===== config.mk =====
export PLATFORM = sky130hd
export DESIGN_NAME = pa_idu_gpr_sb_entry
export DESIGN_NICKNAME = d
export VERILOG_FILES = /design/src/rtl/pa_idu_sb_pkg.sv /design/src/rtl/pa_idu_sb_fifo.sv /design/src/rtl/pa_idu_gpr_sb_entry.sv
export SDC_FILE = /design/constraint.sdc
export NUM_CORES = 1
export LEC_CHECK = 0
export ABC_AREA = 1
export CAP_MARGIN = 0
export CORE_UTILIZATION = 25
export CTS_CLUSTER_SIZE = 30
export DETAILED_ROUTE_END_ITERATION = 16
export MAX_ROUTING_LAYER = met4
export SYNTH_ARGS = -nofsm -noshare
export SYNTH_HDL_FRONTEND = slang
export SYNTH_SLANG_ARGS = --single-unit

===== constraint.sdc =====
create_clock -name reg_cpuclk -period 6.6 [get_ports reg_cpuclk]
set_clock_uncertainty 0.2 [all_clocks]
set_input_delay 1.98 -clock reg_cpuclk [delete_from_list [all_inputs] [get_ports reg_cpuclk]]
set_output_delay 1.98 -clock reg_cpuclk [all_outputs]
set_load 0.005 [all_outputs]

===== src/rtl/pa_idu_sb_pkg.sv =====
// rtl/pa_idu_sb_pkg.sv - shared status encodings and width helpers for the GPR scoreboard
package pa_idu_sb_pkg;

    localparam logic [1:0] SB_IDLE = 2'b00;
    localparam logic [1:0] SB_BUSY = 2'b01;
    localparam logic [1:0] SB_FULL = 2'b11;

    // Port-id width: at least one bit even for a single writeback port
    function automatic int sb_pw(input int wb_ports);
        return (wb_ports > 1) ? $clog2(wb_ports) : 1;
    endfunction

    // Pending-count width: must hold 0..PEND_DEPTH inclusive
    function automatic int sb_cw(input int depth);
        return $clog2(depth + 1);
    endfunction

    // FIFO pointer width: at least one bit even for a single-entry FIFO
    function automatic int sb_aw(input int depth);
        return (depth > 1) ? $clog2(depth) : 1;
    endfunction

endpackage


===== src/rtl/pa_idu_sb_fifo.sv =====
// rtl/pa_idu_sb_fifo.sv - in-order FIFO of pending producer port ids with flush
module pa_idu_sb_fifo
    import pa_idu_sb_pkg::*;
#(
    parameter  int WB_PORTS   = 3,
    parameter  int PEND_DEPTH = 2,
    localparam int PW         = sb_pw(WB_PORTS),
    localparam int CW         = sb_cw(PEND_DEPTH),
    localparam int AW         = sb_aw(PEND_DEPTH)
) (
    input  logic                reg_cpuclk,
    input  logic                cpurst_b,
    input  logic [WB_PORTS-1:0] fwd_en,
    input  logic                push_req,
    input  logic [PW-1:0]       push_id,
    input  logic                flush,
    output logic                push_rdy,
    output logic [CW-1:0]       cnt,
    output logic [PW-1:0]       head
);

    logic [PW-1:0] mem_q [PEND_DEPTH];
    logic [PW-1:0] mem_d [PEND_DEPTH];
    logic [AW-1:0] wr_ptr_q, wr_ptr_d;
    logic [AW-1:0] rd_ptr_q, rd_ptr_d;
    logic [CW-1:0] cnt_q, cnt_d;
    logic          empty, full, head_fwd, pop, push;

    // Explicit compare-and-clear so non-power-of-2 depths wrap correctly
    function automatic logic [AW-1:0] ptr_inc(input logic [AW-1:0] p);
        return (p == AW'(PEND_DEPTH - 1)) ? '0 : p + AW'(1);
    endfunction

    // Head decode, retire/accept decisions and next-state computation
    always_comb begin
        empty    = (cnt_q == '0);
        full     = (cnt_q == CW'(PEND_DEPTH));
        head     = empty ? '0 : mem_q[rd_ptr_q];
        head_fwd = 1'b0;
        for (int i = 0; i < WB_PORTS; i++) begin
            if (head == PW'(i)) begin
                head_fwd = fwd_en[i];
            end
        end
        pop      = ~empty & head_fwd;
        push_rdy = ~full | pop;
        push     = push_req & push_rdy;

        mem_d    = mem_q;
        wr_ptr_d = wr_ptr_q;
        rd_ptr_d = rd_ptr_q;
        cnt_d    = cnt_q;
        if (flush) begin
            wr_ptr_d = '0;
            rd_ptr_d = '0;
            cnt_d    = '0;
        end else begin
            if (push) begin
                mem_d[wr_ptr_q] = push_id;
                wr_ptr_d        = ptr_inc(wr_ptr_q);
            end
            if (pop) begin
                rd_ptr_d = ptr_inc(rd_ptr_q);
            end
            if (push && !pop) begin
                cnt_d = cnt_q + CW'(1);
            end else if (pop && !push) begin
                cnt_d = cnt_q - CW'(1);
            end
        end
        cnt = cnt_q;
    end

    // Scoreboard state; reset drops all pending producers at once
    always_ff @(posedge reg_cpuclk or negedge cpurst_b) begin
        if (!cpurst_b) begin
            for (int i = 0; i < PEND_DEPTH; i++) begin
                mem_q[i] <= '0;
            end
            wr_ptr_q <= '0;
            rd_ptr_q <= '0;
            cnt_q    <= '0;
        end else begin
            mem_q    <= mem_d;
            wr_ptr_q <= wr_ptr_d;
            rd_ptr_q <= rd_ptr_d;
            cnt_q    <= cnt_d;
        end
    end

endmodule


===== src/rtl/pa_idu_gpr_sb_entry.sv =====
// rtl/pa_idu_gpr_sb_entry.sv - one GPR entry with write mux, bypass and pending-producer scoreboard
module pa_idu_gpr_sb_entry
    import pa_idu_sb_pkg::*;
#(
    parameter  int DW         = 32,
    parameter  int WB_PORTS   = 3,
    parameter  int PEND_DEPTH = 2,
    localparam int PW         = sb_pw(WB_PORTS),
    localparam int CW         = sb_cw(PEND_DEPTH)
) (
    input  logic                   reg_cpuclk,
    input  logic                   cpurst_b,
    input  logic [WB_PORTS-1:0]    wb_wr_en,
    input  logic [WB_PORTS-1:0]    wb_fwd_en,
    input  logic [WB_PORTS*DW-1:0] wb_data,
    input  logic                   sp_wr_en,
    input  logic [DW-1:0]          sp_wr_data,
    input  logic                   warm_up,
    input  logic                   is_vld,
    input  logic [PW-1:0]          is_port,
    input  logic                   is_stall,
    input  logic                   flush,
    output logic                   is_rdy,
    output logic [DW-1:0]          reg_dout,
    output logic                   reg_busy,
    output logic [1:0]             reg_busy_st,
    output logic [CW-1:0]          reg_pend_cnt,
    output logic [PW-1:0]          reg_pend_head
);

    logic [DW-1:0] reg_q, reg_d;
    logic [CW-1:0] cnt;

    // Write-data priority: side port, then lowest writeback port, then warm-up, else hold
    always_comb begin
        reg_d = reg_q;
        if (warm_up) begin
            reg_d = wb_data[0 +: DW];
        end
        for (int i = WB_PORTS - 1; i >= 0; i--) begin
            if (wb_wr_en[i]) begin
                reg_d = wb_data[i*DW +: DW];
            end
        end
        if (sp_wr_en) begin
            reg_d = sp_wr_data;
        end
        reg_dout = reg_d;
    end

    // Architectural register value
    always_ff @(posedge reg_cpuclk or negedge cpurst_b) begin
        if (!cpurst_b) begin
            reg_q <= '0;
        end else begin
            reg_q <= reg_d;
        end
    end

    pa_idu_sb_fifo #(
        .WB_PORTS   (WB_PORTS),
        .PEND_DEPTH (PEND_DEPTH)
    ) u_sb_fifo (
        .reg_cpuclk (reg_cpuclk),
        .cpurst_b   (cpurst_b),
        .fwd_en     (wb_fwd_en),
        .push_req   (is_vld & ~is_stall),
        .push_id    (is_port),
        .flush      (flush),
        .push_rdy   (is_rdy),
        .cnt        (cnt),
        .head       (reg_pend_head)
    );

    // Hazard status derived from the registered pending count
    always_comb begin
        reg_pend_cnt = cnt;
        reg_busy     = (cnt != '0);
        if (cnt == '0) begin
            reg_busy_st = SB_IDLE;
        end else if (cnt == CW'(PEND_DEPTH)) begin
            reg_busy_st = SB_FULL;
        end else begin
            reg_busy_st = SB_BUSY;
        end
    end

endmodule

==> results.md <==
- CP endpoint kind: output port
- Number of global-route vias before repair: 3,420
- Crit Path Category: input port to output port
- Initial Util: 25.6%
- Maximum capacitance violations: 0
- DRC: 0
- Post-CTS sizing: 0
- Data arrival time of the critical path: 4090 ps
- Post-CTS Setup Bufs: 0
- Diode count: 0
- Hold slack: 291 ps
- Main combinational cell family by area after synthesis: compound AO/OA/AOI/OAI gates
- Max VDD drop: 0.0965 mV
- Syn. warnings: 0
- Root Buffer Master: clkbuf_16
- TritonCTS Buffers: 5
- Worst Hold Class: flop to flop
- Syn avg cell area: 6.80 um^2
- DIE HEIGHT: 110 um
- Clk_lat worst skew: 270 ps
- Met1 usage in global routing: 23.9%
- Status: complete, no violations
- Met3 usage: 2.59%
- Synth unique cells: 24
- Clock sink total: 40
- Largest net degree at the start of global routing: 41
- #FFs+latches synth: 40
- I/O pin count: 183
- GR Util All Layers: 18.2%
- # rows: 39
- Tcrit/Tclk final: 95.0%
- DP HPWL: 8.00 mm
- Global-route wire length before repair: 16.6 mm
- Crit path launch type: input port
- R2R depth: 10
- Final setup fails: 0
- CP max-delay cell: clkdlybuf4s50_1
- Syn nets: 572
- Power per cell area: 167 nW/um^2
- Grt total ovfl: 0
- Final Non-Filler Cells: 740
- Via Count: 3,595
- Port Buf Inserts: 182
- Multi-input gate area: 1700 um^2
- H-tree level count: 2
- Detailed Routing Iterations Pass 1: 4
- Clock buffer depth: 2
- GR peak layer: met2
- ANT nets after route: 0
- GPL Wtd Cong: 0.804
- Most common cell on crit path: clkdlybuf4s50_1
- Post-Synth Adder-Cell Area: 0%
- Post-synthesis mux area share: 0%
- DRT Wirelength: 11.1 mm
- Initial DRC Count: 237
- Crit-path max FO: 10
- Area growth from synthesis to layout: 72.8%
- # fillers: 1,174
- CTS tree: yes
- Seq/Total Area, Yosys: 34.3%
- Area of the core: 11,400 um^2
- Slowest Stage Delay on Critical Path: 540 ps
- Placed insts: 732
- Routing usage on met2: 30.1%
- Via density: 4.86
- Final Slew Violations: 0
- Final core occ: 44.2%
- Max Fclk: 0.159 GHz
- Unrepaired setup endpoints after global routing: false
- Cells along the critical path: clkdlybuf4s50_1 > inv_2 > buf_4 > nor2_1 > nor3_1 > a21oi_1 > o21a_1 > o21ai_1 > clkdlybuf4s50_1
- Worst-path clk slew: 50 ps
- DIE AREA: 12,100 um^2
- Hold Crit Depth: 2
- Tmin final: 6270 ps
- Post-synthesis cell count: 429
- Final #Nets: 739
- Worst-margin pin slew: 953 ps
- Initial antenna violation count: 0
- Die span in x: 110 um
- Data required, critical path: 4420 ps
- XOR/XNOR Fraction of Synth Area: 0%
- Share of post-route cells with drive strength above 1: 6.53%
- Leak Pwr: 0.00203 uW
- Sequential cell area: 1000 um^2
- Mapped cell area: 2920 um^2
- Post-synthesis compound-gate area fraction: 31.4%
- Final hold violation count: 0
- Drt wl/cell: 15.0 um
- Setup TNS: 0 ps
- CTS Hold Bufs: 0
- Post-Synth Simple-Gate Area: 26.9%
- Slew HR: 36.5%
-- worst paths after layout --
check / start / to / slack, ps
max in group asynchronous: cpurst_b / reg_q[20]$_DFF_PN0_ / 3960
hold / removal: u_sb_fifo.mem_q[1]$_DFFE_PN0P_ / u_sb_fifo.mem_q[1]$_DFFE_PN0P_ / 290
setup / recovery: warm_up / reg_dout[20] / 330
setup reg to reg: u_sb_fifo.cnt[0]$_DFFE_PN0P_ / u_sb_fifo.mem_q[2]$_DFFE_PN0P_ / 4930
hold reg to reg: u_sb_fifo.mem_q[1]$_DFFE_PN0P_ / u_sb_fifo.mem_q[1]$_DFFE_PN0P_ / 290
min in group asynchronous: cpurst_b / reg_q[31]$_DFF_PN0_ / 1650
-- Yosys cell counts --
master | n | area [um^2]
nor2_1 | 69 | 259
nor2_2 | 1 | 6.26
nand2_1 | 51 | 191
nand3_4 | 2 | 35.0
inv_4 | 1 | 6.26
clkbuf_1 | 23 | 86.3
a21oi_1 | 66 | 330
nand3_1 | 3 | 15.0
nand2_2 | 2 | 12.5
buf_2 | 9 | 45.0
o21ai_0 | 34 | 170
nand2_8 | 1 | 20.0
dfrtp_1 | 40 | 1000
nand4_1 | 2 | 12.5
inv_1 | 13 | 48.8
buf_1 | 3 | 11.3
o21a_1 | 32 | 240
nand2_4 | 2 | 22.5
nor3_1 | 32 | 160
nand3_2 | 3 | 30.0
o21ai_1 | 35 | 175
inv_2 | 3 | 11.3
nor2_8 | 1 | 20.0
buf_4 | 1 | 7.51
-- placed cells by master (no fill, tap or decap), types with 5 or more instances in the layout --
cell type / count
a21oi_1: 66
buf_4: 11
clkbuf_16: 5
clkdlybuf4s50_1: 179
dfrtp_1: 40
inv_1: 13
nand2_1: 51
nor2_1: 69
nor3_1: 32
o21a_1: 32
o21ai_0: 34
o21ai_1: 35
-- critical path, delay by kind of cell --
family,cells,cell delay [ps]
AND/OR/NAND/NOR,2,190
buffers and inverters,4,1480
AO/OA/AOI/OAI,3,440
-- final cells by class --
class	count	share of cell area [%]
timing repair buffer	196	38.7
multi-input combinational	336	33.7
tap	143	3.55
clock buffer	8	2.90
inverter	17	1.32
sequential	40	19.9
-- through the flow --
step	area, um^2	power (uW)	worst slack [ps]
after floorplan	2920	426	1530
after global routing	5040	897	95.3
after global placement	4900	600	359
after detailed placement	4900	603	314
after CTS	5040	857	307
final	5040	843	330
-- cells by family (layout without fill, tap and decap cells) --
logic type	Yosys count	count (layout)
and+or+nand+nor	169	169
AOI/OAI and AO/OA	167	167
buffers and inverters	53	221
DFF	40	40
-- layer usage --
| metal | vias up | routed length, um | share of wire, % |
|---|---|---|---|
| met2 | 140 | 5310 | 48 |
| met3 | 10 | 690 | 6.2 |
| met1 | 1657 | 4960 | 45 |
| met4 | 0 | 112 | 1.0 |
| met5 | - | 0 | 0 |
| li1 | 1788 | - | - |
-- power breakdown --
group	total, uW	switching, uW	internal, uW	leakage (uW)
clock network	244	93.5	151	0.0000712
registers	285	12.7	272	0.000485
logic	313	138	176	0.00147
-- flip-flops by register name, summed over array words and instances (netlist names) --
signal              cells
u_sb_fifo.cnt           2
u_sb_fifo.rd_ptr_q      1
u_sb_fifo.mem_q         4
u_sb_fifo.wr_ptr_q      1
reg_q                  32
Power figures use the tool's default switching activity.
